`src/rtl/mac_pkg.sv`:
```
// mac_pkg: shared types and constants for the MAC lane array.
//   ACC_W       accumulator width shared with the downstream adder tree
//   ACC_MAX     saturation ceiling of every lane accumulator
//   mac_state_t window-control FSM states
//   acc_t       one lane's accumulated result
package mac_pkg;

    localparam int unsigned ACC_W = 12;
    localparam logic [ACC_W-1:0] ACC_MAX = 12'hFFF;

    typedef enum logic [1:0] {
        IDLE,
        ACCUM,
        DONE
    } mac_state_t;

    typedef logic [ACC_W-1:0] acc_t;

endpackage

```
`src/rtl/mac_lane.sv`:
```
// mac_lane: one multiply-accumulate lane with a saturating 12-bit accumulator.
//   clk    rising-edge clock
//   rst    synchronous reset, active-high; clears the accumulator
//   clear  start of a new window; zeroes the accumulator (wins over en)
//   en     accept one (data, weight) beat
//   data   unsigned activation
//   weight unsigned weight
//   acc    current accumulated value
module mac_lane
    import mac_pkg::*;
#(
    parameter int unsigned DATA_W = 4,
    parameter int unsigned WGT_W  = 4
) (
    input  logic              clk,
    input  logic              rst,
    input  logic              clear,
    input  logic              en,
    input  logic [DATA_W-1:0] data,
    input  logic [WGT_W-1:0]  weight,
    output acc_t              acc
);

    localparam int unsigned PROD_W = DATA_W + WGT_W;

    logic [PROD_W-1:0] prod;
    logic [ACC_W:0]    sum;
    acc_t              acc_q;
    acc_t              acc_d;

    assign prod = PROD_W'(data) * PROD_W'(weight);
    // One spare bit catches the carry so the sum clamps instead of wrapping.
    assign sum  = {1'b0, acc_q} + (ACC_W + 1)'(prod);

    always_comb begin
        acc_d = acc_q;
        if (clear) begin
            acc_d = '0;
        end else if (en) begin
            acc_d = sum[ACC_W] ? ACC_MAX : sum[ACC_W-1:0];
        end
    end

    always_ff @(posedge clk) begin
        if (rst) begin
            acc_q <= '0;
        end else begin
            acc_q <= acc_d;
        end
    end

    assign acc = acc_q;

endmodule

```
`src/rtl/mac_array.sv`:
```
// mac_array: N parallel MAC lanes accumulating one K_LEN-beat kernel window, then holding
// the per-lane sums with out_valid until the downstream adder tree accepts them.
//   clk        rising-edge clock
//   rst        synchronous reset, active-high
//   start      pulse: begin a new window (honoured in IDLE, or in DONE with out_ready)
//   in_valid   data_in/weight_in beat valid
//   in_ready   high while accumulating; a beat is taken on in_valid && in_ready
//   data_in    per-lane activation
//   weight_in  per-lane weight
//   out_valid  mac_outs holds a finished window
//   out_ready  downstream accepts mac_outs
//   mac_outs   per-lane accumulated sums, retained until the next window starts
//   busy       high whenever the FSM is not idle
module mac_array
    import mac_pkg::*;
#(
    parameter int unsigned N      = 4,
    parameter int unsigned DATA_W = 4,
    parameter int unsigned WGT_W  = 4,
    parameter int unsigned K_LEN  = 9
) (
    input  logic              clk,
    input  logic              rst,
    input  logic              start,
    input  logic              in_valid,
    output logic              in_ready,
    input  logic [DATA_W-1:0] data_in   [0:N-1],
    input  logic [WGT_W-1:0]  weight_in [0:N-1],
    output logic              out_valid,
    input  logic              out_ready,
    output acc_t              mac_outs  [0:N-1],
    output logic              busy
);

    // K_LEN == 1 would give a zero-width counter; keep at least one bit.
    localparam int unsigned CNT_W = (K_LEN > 1) ? $clog2(K_LEN) : 1;
    localparam logic [CNT_W-1:0] LAST_BEAT = CNT_W'(K_LEN - 1);

    mac_state_t       state;
    logic [CNT_W-1:0] cnt;
    logic             beat;
    logic             clear;

    assign beat  = in_valid && (state == ACCUM);
    // Lanes clear on the same edge the FSM enters ACCUM.
    assign clear = start && ((state == IDLE) || ((state == DONE) && out_ready));

    always_ff @(posedge clk) begin
        if (rst) begin
            state     <= IDLE;
            cnt       <= '0;
            out_valid <= 1'b0;
        end else begin
            unique case (state)
                IDLE: begin
                    if (start) begin
                        state <= ACCUM;
                        cnt   <= '0;
                    end
                end
                ACCUM: begin
                    if (in_valid) begin
                        if (cnt == LAST_BEAT) begin
                            state     <= DONE;
                            out_valid <= 1'b1;
                            cnt       <= '0;
                        end else begin
                            cnt <= cnt + 1'b1;
                        end
                    end
                end
                DONE: begin
                    if (out_ready) begin
                        out_valid <= 1'b0;
                        cnt       <= '0;
                        state     <= start ? ACCUM : IDLE;
                    end
                end
                default: begin
                    state     <= IDLE;
                    cnt       <= '0;
                    out_valid <= 1'b0;
                end
            endcase
        end
    end

    assign in_ready = (state == ACCUM);
    assign busy     = (state != IDLE);

    for (genvar i = 0; i < int'(N); i++) begin : g_lane
        mac_lane #(
            .DATA_W (DATA_W),
            .WGT_W  (WGT_W)
        ) u_lane (
            .clk    (clk),
            .rst    (rst),
            .clear  (clear),
            .en     (beat),
            .data   (data_in[i]),
            .weight (weight_in[i]),
            .acc    (mac_outs[i])
        );
    end

endmodule

```
`config.mk`:
```
export PLATFORM = sky130hd
export DESIGN_NAME = mac_array
export DESIGN_NICKNAME = d
export VERILOG_FILES = /design/src/rtl/mac_pkg.sv /design/src/rtl/mac_lane.sv /design/src/rtl/mac_array.sv
export SDC_FILE = /design/constraint.sdc
export NUM_CORES = 1
export LEC_CHECK = 0
export ABC_AREA = 1
export BUFFER_PORTS_ARGS = -buffer_cell sky130_fd_sc_hd__buf_2
export CORE_UTILIZATION = 40
export DETAILED_ROUTE_END_ITERATION = 7
export PLACE_DENSITY = 0.64
export SLEW_MARGIN = 20
export SYNTH_ARGS = -nofsm -noshare
export SYNTH_HDL_FRONTEND = slang
export SYNTH_SLANG_ARGS = --single-unit
```
`constraint.sdc`:
```
create_clock -name clk -period 5.3 [get_ports clk]
set_clock_uncertainty 0.05 [all_clocks]
set_input_delay 0.795 -clock clk [delete_from_list [all_inputs] [get_ports clk]]
set_output_delay 0.795 -clock clk [all_outputs]
set_load 0.02 [all_outputs]
```
==> summary.md, run 1 <==
| Metric | Value |
|---|---|
| Status | finished with violations |
| Failing checks | DRC |
| Critical path peak fanout | 8 |
| Vias post-DR | 5329 |
| Top_reg_cell synth | dfxtp_1 |
| MaxCap Viol Count | 0 |
| Routed len/inst | 10.7 µm |
| Post-Syn Area | 5900 µm² |
| GRT overflow | 0 |
| Top delay family on crit path | adder cells |
| Cts repair resizes | 0 |
| Period utilization | 71.1% |
| Leak | 4.00 nW |
| Met2 Use GR | 28.3% |
| Die W | 123 µm |
| Num CTS Buffers | 5 |
| Area growth from synthesis to layout | 12.6% |
| Top-area cell type share of the netlist area | 18.7% |
| Unique cell type count in the Yosys netlist | 37 |
| CP Data Arrival Time | 3.90 ns |
| EDFF count, synth | 0 |
| Placed cell areas | 6470 µm² |
| Clk sinks | 55 |
| Ports | 88 |
| Unrepaired setup endpoints after global routing | false |
| R2R Setup Slk | 2.74 ns |
| Critical Path Sink Type | flop |
| Post-CTS Setup Inserts | 0 |
| Fill cell count | 1535 |
| Final nets | 1101 |
| Hold endpoint | out_valid |
| Vias in the first global route | 4786 |
| Drt drc | 1 |
| Mapped Cells | 870 |
| Data required time at the worst endpoint | 5.43 ns |
| Initial antenna violation count | 0 |
| Hold/Removal Path Class | flop to flop |
| Synth top area cells | dfxtp_1 (19%), ha_1 (16%), inv_1 (15%) |
| Hold Startpoint | out_valid |
| Crit Reg-Reg Endpoint | g_lane[3].u_lane.acc[4] |
| Pwr dens | 202 nW/µm² |
| Ys async rst share | 0% |
| Post-synthesis sequential area ratio | 18.7% |
| Yosys warning count | 0 |
| WL final | 12200 µm |
| Placeable Area | 14500 µm² |
| GRT busiest layer | met2 |
| Final Critical Period | 3.77 ns |
| Synth area leader | dfxtp_1 |
| # port buffers | 87 |
| Starting Density | 40.7% |
| Crit Path Class | input pin to flop |
| Cts hold-fix bufs | 0 |
| Via density | 4.68 |
| Sum Neg Setup Slack | 0 ns |
| CP Launch Type | input pin |
| Fin. Hold Viols | 0 |
| Worst skew pair latency | 0.31 ns |
| TritonCTS clock tree | built |
| Share of post-route cells with drive strength above 1 | 12.1% |
| GRT Total Usage | 16.9% |
| H-tree depth | 2 |
| Worst-path clk slew | 0.08 ns |
| Worst-path cell chain | buf_2 > nand2_1 > fa_1 > fa_1 > fa_1 > inv_1 > ha_1 > nand2_1 > nand3_2 > nand3_1 > nand3_1 > nor2_2 > a21oi_1 |
| Reg-to-reg critical path startpoint | g_lane[3].u_lane.acc[3] |
| Largest stage delay on the critical path | 0.52 ns |
| Root buf cell | clkbuf_16 |
| Post-DP HPWL | 9710 µm |
| Slew Limit Fails | 0 |
| GR Util met1 | 22.0% |
| Slew @ Worst Pin | 0.709 ns |
| Final setup vio count | 0 |
| Max transition margin | 52.7% |
| Die area | 15200 µm² |
| Worst vdd ir | 129 µV |
| N_diodes | 0 |
| Largest net degree at the start of global routing | 59 |
| Net count after synthesis | 1017 |
| GP Congestion | 0.804 |
| Reg2Reg Depth | 10 |
| Hold depth | 2 |
| GR Util met3 | 3.55% |
| Fmax achieved | 266 MHz |
| Syn avg cell area | 6.78 µm² |
| CP bufs+invs | 2 |
| Die Y | 123 µm |
| Slowest cell on the critical path | fa_1 |
| FP Rows | 44 |
| Yosys reg bits | 55 |
| Post-route ant nets | 0 |
| CTS max path bufs | 2 |
| DRT Pass-1 Iters | 8 |
| First-pass GRT wire length | 20700 µm |
| Fin area | 6640 µm² |
| Drt initial violations | 242 |
| Crit-path most repeated cell | fa_1 |
[where the power goes]
| part | leakage, nW | total [mW] | internal (mW) | switching, mW |
|---|---|---|---|---|
| Clock | 0.0868 | 0.406 | 0.236 | 0.170 |
| Sequential | 0.447 | 0.443 | 0.430 | 0.0132 |
| Combinational | 3.47 | 0.494 | 0.186 | 0.308 |
[placed cells by master, fill, tap and decap left out, types with 2 or more instances in the layout]
cell type and n:
fa_1 36, inv_1 236, nor2_1 23, nor3_1 7, o21ai_1 18, nand2_2 2
o21a_1 3, nand3_1 59, dfxtp_1 55, nor2_2 4, ha_1 74, o21ai_2 6
o21ai_0 17, xor2_1 14, buf_2 87, clkbuf_16 5, a21oi_1 60, xnor2_1 5
a31oi_1 4, nand2_1 223
[worst min-delay path, cell delays in order, from the launching register on]
cell     delay (ns)
dfxtp_1        0.31
nand2_1        0.06
a21oi_1        0.05
[worst max path at each step]
stage	start	endpoint	cells after the start
final	data_in[4]	g_lane[2].u_lane.acc[4]	13
after global routing	weight_in[7]	g_lane[2].u_lane.acc[4]	13
after CTS	weight_in[7]	g_lane[2].u_lane.acc[4]	13
after detailed placement	data_in[4]	g_lane[2].u_lane.acc[4]	13
after global placement	data_in[12]	g_lane[0].u_lane.acc[8]	13
after floorplan	data_in[12]	g_lane[0].u_lane.acc[7]	12
[logic make-up after synthesis]
kind of cell	synth area share, %
AOI/OAI and AO/OA	10.4
xor gates and xnor gates	2.82
adders and majority gates	27.9
buffers and inverters	17.2
DFF	18.7
and+or+nand+nor	23.0
[state kept, by name, summed over array words and instances (netlist names)]
register and cells:
state 2, cnt 4, g_lane.u_lane.acc 48, out_valid 1
[cell type report]
cell class | instances | area, µm² | share of cell area, %
Clock buffer | 6 | 139 | 2.09
Inverter | 239 | 905 | 13.6
Tap cell | 184 | 230 | 3.47
Timing Repair Buffer | 88 | 443 | 6.67
Sequential cell | 55 | 1100 | 16.6
Multi-Input combinational cell | 565 | 3790 | 57.0
Clock inverter | 2 | 35.0 | 0.528
[per-layer routing]
layer / part of all wire, % / up-vias
met5: 0 / -
met4: 1.5 / 0
met3: 3.9 / 17
met2: 46 / 98
met1: 49 / 2394
li1: - / 2820
[metrics by stage]
step           hold slack, ns  power (mW)  cells  util [%]  setup WS (ns)
2_1_floorplan           0.406       0.839    870         -           1.64
3_3_place_gp            0.400       0.946   1131      44.7           1.26
3_5_place_dp            0.399       0.950   1131      44.7           1.18
4_1_cts                 0.415        1.36   1139      45.9           1.50
5_1_grt                 0.441        1.45   1139      45.9           1.31
6_report                0.414        1.34   1139      45.9           1.53
[synth_stat cells, types with 2 or more instances]
cell,count
o21ai_1,18
dfxtp_1,55
nand2_1,223
o21a_1,3
xnor2_1,5
nand3_1,59
buf_4,4
buf_8,2
xor2_1,14
a21oi_1,60
o21ai_0,17
a31oi_1,4
nor3_1,7
fa_1,36
ha_1,74
nor2_1,23
nor2_2,4
clkbuf_4,2
o21ai_2,6
nand2_2,2
inv_1,236
No activity file was read; power rests on OpenSTA's default activity.
==> run 2: changes to the inputs <==
ABC_AREA = 0   (was 1)
PLACE_DENSITY = 0.67   (was 0.64)
clock period = 3.3 ns   (was 5.3 ns; I/O delays follow)
==> run 2 against run 1 <==
  * Core utilization rose by 14 points
  * Via count shrank 6.1%
  * Non-clock buffer count grew 78
  * Flip-flop and latch count unchanged
  * Clock-buffer cell count did not move
  * Register-to-register slack got worse by 2.1 ns
  * Hold slack worse by 0.0073 ns
  * Largest power group unchanged
  * Highest routed layer unchanged
  * The flow finishes with violations (setup timing)
  * Sequential share of layout area down 2.2 points
  * First-iteration DRC count increased by 16%
  * Largest cell class unchanged
==> summary.md, run 2 <==
| Metric | Value |
|---|---|
| Top_reg_cell synth | dfxtp_1 |
| MaxCap Viol Count | 0 |
| Ports | 88 |
| Mapped Cells | 625 |
| Synth top area cells | dfxtp_1 (21%), ha_1 (17%), fa_1 (13%) |
| Unrepaired setup endpoints after global routing | true |
| Synth area leader | dfxtp_1 |
| Slew @ Worst Pin | 1.12 ns |
| GRT overflow | 0 |
| Routed len/inst | 14.9 µm |
| Top delay family on crit path | adder cells |
| Via density | 5.23 |
| WL final | 14200 µm |
| Yosys warning count | 0 |
| Leak | 3.59 nW |
| TritonCTS clock tree | built |
| Starting Density | 41.7% |
| Status | finished with violations |
| Clk sinks | 55 |
| Register area | 1100 µm² |
| CP bufs+invs | 2 |
| Final nets | 932 |
| Worst-path clk slew | 0.07 ns |
| Fill cell count | 1105 |
| Ys async rst share | 0% |
| Num CTS Buffers | 5 |
| Area growth from synthesis to layout | 42.8% |
| Post-DP HPWL | 10400 µm |
| Die area | 13800 µm² |
| Vias in the first global route | 5185 |
| Unique cell type count in the Yosys netlist | 61 |
| Post-route ant nets | 0 |
| Top-area cell type share of the netlist area | 20.6% |
| Post-Syn Area | 5350 µm² |
| Yosys reg bits | 55 |
| Largest net degree at the start of global routing | 35 |
| Syn avg cell area | 8.56 µm² |
| Commonest non-fill, non-tap cells in the layout | inv_1 (95), buf_4 (73), buf_2 (66) |
| Most numerous cell in the Yosys netlist | inv_1 |
| Period utilization | 106% |
| Initial antenna violation count | 0 |
| Pwr dens | 308 nW/µm² |
| Data required time at the worst endpoint | 3.41 ns |
| Max FFs per register | 48 |
| Setup ws final | -0.206 ns |
| CTS max path bufs | 2 |
| Final setup vio count | 38 |
| Reg-to-reg critical path startpoint | g_lane[1].u_lane.acc[6] |
| FP Rows | 41 |
| Fin area | 7640 µm² |
| GP Congestion | 0.862 |
| Critical path peak fanout | 3 |
| H-tree depth | 2 |
| Commonest non-fill, non-tap cell in the layout | inv_1 |
| Crit Path Class | input pin to flop |
| Critical Path Sink Type | flop |
| Vias post-DR | 5006 |
| Worst-path cell chain | buf_8 > nand2_8 > fa_1 > fa_1 > fa_1 > inv_2 > ha_4 > nor2b_4 > o31a_1 > o41a_1 > and3_4 > a211oi_2 > a311oi_1 |
| Net count after synthesis | 772 |
| Cts hold-fix bufs | 0 |
| Fin. Hold Viols | 0 |
| Die Y | 118 µm |
| Hold/Removal Path Class | flop to flop |
| Failing checks | setup timing |
| Crit Reg-Reg Endpoint | g_lane[1].u_lane.acc[8] |
| N_diodes | 0 |
| Die W | 118 µm |
| Slowest cell on the critical path | fa_1 |
| Hold Startpoint | out_valid |
| CP Launch Type | input pin |
| R2R Setup Slk | 0.64 ns |
| Fmax achieved | 285 MHz |
| # port buffers | 87 |
| Final Critical Period | 3.51 ns |
| Crit-path most repeated cell | fa_1 |
| Share of post-route cells with drive strength above 1 | 38.0% |
| DRT Pass-1 Iters | 4 |
| Post-synthesis sequential area ratio | 20.6% |
| GRT Total Usage | 20.1% |
| Largest stage delay on the critical path | 0.56 ns |
| Worst skew pair latency | 0.29 ns |
| First-pass GRT wire length | 23200 µm |
| Placed cell areas | 6760 µm² |
| Hold depth | 2 |
| Synth top cells by count | inv_1 (105), ha_1 (74), dfxtp_1 (55) |
| Reg2Reg Depth | 11 |
| Root buf cell | clkbuf_16 |
| Slew Limit Fails | 0 |
| Multi-input logic area | 4520 µm² |
| Drt initial violations | 281 |
| CP Data Arrival Time | 3.61 ns |
| Hold endpoint | out_valid |
| Placeable Area | 12800 µm² |
| EDFF count, synth | 0 |
| Worst vdd ir | 186 µV |
| Drt drc | 0 |
| Max transition margin | 25.3% |
| Pre-CTS setup slack | -0.614 ns |
run 2: cell types whose count changed in the layout (fill, tap and decap cells not counted), moves of 13 or more:
| cell | delta |
|---|---|
| a221oi_2 | +15 |
| inv_1 | -141 |
| nand3_1 | -52 |
| nand2_1 | -204 |
| and2_1 | +47 |
| o21ai_1 | -14 |
| a21oi_1 | -41 |
| ha_1 | -14 |
| a21oi_2 | +23 |
| buf_2 | -21 |
| buf_4 | +72 |
| ha_4 | +13 |
run 2: final cells by class:
| cell class | instances | area share [%] |
|---|---|---|
| clock buffer | 6 | 1.69 |
| inverter | 105 | 5.16 |
| timing repair buffer | 166 | 16.6 |
| clock inverter | 2 | 0.164 |
| tap | 172 | 2.82 |
| multi-input combinational | 452 | 59.1 |
| sequential | 55 | 14.4 |
run 2: worst max-delay path by stage:
stage,from,cells after the start,slack (ns),to
floorplan,data_in[8],12,-0.33,g_lane[1].u_lane.acc[11]
global placement,weight_in[11],13,-0.56,g_lane[1].u_lane.acc[11]
detailed placement,weight_in[7],13,-0.61,g_lane[2].u_lane.acc[11]
CTS,data_in[10],13,-0.27,g_lane[1].u_lane.acc[11]
global route,data_in[10],13,-0.26,g_lane[1].u_lane.acc[9]
finish,data_in[4],13,-0.21,g_lane[2].u_lane.acc[11]
run 2: routing by layer:
layer  up-vias  track usage (%)  part of all wire [%]
met5         -                0                     0
met4         0             7.13                   1.9
li1       2465                -                     -
met3        26             2.33                   3.7
met2       120             36.5                    51
met1      2395             24.2                    43
run 2: worst reg2reg max path: cells and delay by family, from the launching register on:
kind / cells / cell delay (ns)
compound gates: 4 / 0.90
fa+ha+maj: 2 / 0.73
buf+inv: 4 / 0.43
flops: 1 / 0.34
simple gates: 1 / 0.10
run 2: cells by family after synthesis:
| logic type | Yosys count | synth area share (%) |
|---|---|---|
| DFF | 55 | 20.6 |
| xor gates and xnor gates | 21 | 3.44 |
| buffers and inverters | 118 | 8.94 |
| and+or+nand+nor | 163 | 16.4 |
| adders and majority gates | 110 | 30.8 |
| AOI/OAI and AO/OA | 158 | 19.8 |
run 2: power breakdown:
group	internal (mW)	total [mW]	switching, mW
logic	0.554	1.12	0.570
clock network	0.281	0.526	0.245
registers	0.683	0.701	0.0173
total	1.52	2.35	0.833
run 2: per-stage QoR:
stage	cells	hold WS [ns]	setup TNS, ns	utilization [%]	total power, mW
floorplan	625	0.419	-4.53	-	1.34
global placement	936	0.392	-18.57	52.7	1.62
detailed placement	936	0.400	-20.99	52.7	1.65
CTS	953	0.398	-2.73	56.7	2.26
global route	958	0.403	-6.85	59.6	2.52
finish	958	0.406	-3.05	59.6	2.35
run 2: repair_timing:
action,4_1_cts,5_1_grt
setup endpoints to repair,48,48
pin swaps,39,52
setup buffers,8,5
resized for setup,71,65
cloned,1,1
==> run 3: changes to the inputs <==
CORE_ASPECT_RATIO = 0.9   (was not set)
==> run 3 against run 2 <==
  * The flow still finishes with violations (setup timing)
  * Worst setup slack got worse by 0.012 ns
  * Combinational power fell by 4%
  * Cell area fell by 2.8%
  * Largest power group unchanged
  * Highest routed layer unchanged
==> summary.md, run 3 (synthesis gave the netlist of run 2 again) <==
| Metric | Value |
|---|---|
| Status | finished with violations |
| Failing checks | setup timing |
| Ports | 88 |
| Layout Cells excl Fill | 944 |
| Commonest non-fill, non-tap cell in the layout | inv_1 |
| Hold depth | 2 |
| Post-DP HPWL | 10300 µm |
| Final Critical Period | 3.52 ns |
| Slew @ Worst Pin | 0.663 ns |
| Hold Startpoint | rst |
| Placed cell areas | 6710 µm² |
| Via density | 5.15 |
| Die area | 13800 µm² |
| Crit-path most repeated cell | fa_1 |
| Area growth from synthesis to layout | 38.8% |
| Commonest non-fill, non-tap cells in the layout | inv_1 (95), buf_2 (68), buf_4 (68) |
| Worst-path cell chain | buf_8 > nand2_8 > fa_1 > fa_1 > fa_1 > inv_2 > ha_4 > nor2b_4 > o31a_1 > o21a_1 > buf_4 > buf_6 > o21a_1 > nor4_2 > a211oi_1 |
| FP Rows | 39 |
| Reg-to-reg critical path startpoint | g_lane[1].u_lane.acc[3] |
| # port buffers | 87 |
| Largest stage delay on the critical path | 0.54 ns |
| Initial antenna violation count | 0 |
| Clk sinks | 55 |
| Vias post-DR | 4860 |
| Worst vdd ir | 206 µV |
| TritonCTS clock tree | built |
| Drt initial violations | 157 |
| Inst Count DP | 925 |
| Setup crit start | data_in[8] |
| Starting Density | 41.5% |
| Unrepaired setup endpoints after global routing | true |
| Pwr dens | 311 nW/µm² |
| Largest net degree at the start of global routing | 35 |
| Root buf cell | clkbuf_16 |
| Hold slack | 0.399 ns |
| DRT Pass-1 Iters | 5 |
| Leak | 3.55 nW |
| Fin. Hold Viols | 0 |
| Hold/Removal Path Class | input pin to flop |
| Final core utilization | 57.6% |
| MaxCap Viol Count | 0 |
| Fill cell count | 1128 |
| Routed len/inst | 14.3 µm |
| GRT overflow | 0 |
| Crit Path Class | input pin to flop |
| Multi-input logic area | 4400 µm² |
| Die W | 124 µm |
| Top delay family on crit path | adder cells |
| Critical Path Sink Type | flop |
| Num CTS Buffers | 5 |
| Final nets | 926 |
| GRT Total Usage | 20.0% |
| Vias in the first global route | 5040 |
| Fmax achieved | 284 MHz |
| Drt drc | 0 |
| Slew Limit Fails | 0 |
| CP Data Arrival Time | 3.65 ns |
| GP Congestion | 0.864 |
| CP Launch Type | input pin |
| N_diodes | 0 |
| Final setup vio count | 23 |
| Slowest cell on the critical path | fa_1 |
| CTS max path bufs | 2 |
| Period utilization | 107% |
| WL final | 13500 µm |
| Max transition margin | 55.7% |
| H-tree depth | 2 |
| Worst skew pair latency | 0.30 ns |
| Fin area | 7420 µm² |
| Die Y | 112 µm |
| Register area | 1100 µm² |
| First-pass GRT wire length | 22600 µm |
| Worst-path clk slew | 0.07 ns |
| Placeable Area | 12900 µm² |
| Reg2Reg Depth | 12 |
| Setup ws final | -0.218 ns |
| Share of post-route cells with drive strength above 1 | 35.9% |
| Post-route ant nets | 0 |
| CP bufs+invs | 4 |
| Max FFs per register | 48 |
| Critical path peak fanout | 2 |
| WP depth | 15 |
| Data required time at the worst endpoint | 3.43 ns |
run 3: cell count changes in the layout (fill, tap and decap cells not counted), moves of 3 or more:
| cell | delta |
|---|---|
| o21ai_2 | +3 |
| a21oi_1 | +5 |
| a221oi_1 | +4 |
| a21oi_2 | -5 |
| a221oi_2 | -3 |
| buf_4 | -5 |
| buf_8 | -3 |
| nand2_1 | +3 |
run 3: area by class of cell:
class                      instances  area share (%)
clock buffer                       5            1.69
clock inverter                     3           0.253
inverter                         105            5.31
multi-input combinational        452            59.3
sequential                        55            14.8
tap                              164            2.76
timing repair buffer             160            15.9
run 3: worst paths after layout:
kind / end / slack [ns]
worst min register to register: out_valid / 0.42
worst min-delay path: state[1] / 0.40
worst max register to register: g_lane[1].u_lane.acc[9] / 0.65
worst max-delay path: g_lane[1].u_lane.acc[9] / -0.22
run 3: metal layers:
layer,track usage [%],up-vias,wire length [µm]
met1,25.2,2320,6180
met4,2.89,0,79
li1,-,2452,-
met3,3.18,10,504
met5,0,-,0
met2,35.9,78,6760
run 3: power by group:
part           total (mW)  switching (mW)  leakage (nW)  internal (mW)
Combinational        1.07           0.538          3.03          0.528
Clock               0.545           0.263        0.0740          0.283
Sequential          0.700          0.0165         0.445          0.683
run 3: repair_timing:
| action | CTS | global route |
|---|---|---|
| pin swaps | 28 | 35 |
| resized for setup | 67 | 51 |
| hold endpoints to repair | 0 | 0 |
| gates cloned | 1 | 0 |
| hold buffers | 0 | 0 |
| setup buffers | 5 | 6 |
| setup endpoints to repair | 43 | 48 |
run 3: per-stage QoR:
step | TNS, ns | worst slack, ns | total power [mW]
2_1_floorplan | -4.53 | -0.325 | 1.34
3_3_place_gp | -18.99 | -0.547 | 1.61
3_5_place_dp | -21.29 | -0.611 | 1.64
4_1_cts | -0.915 | -0.215 | 2.27
5_1_grt | -4.44 | -0.327 | 2.48
6_report | -1.11 | -0.218 | 2.31
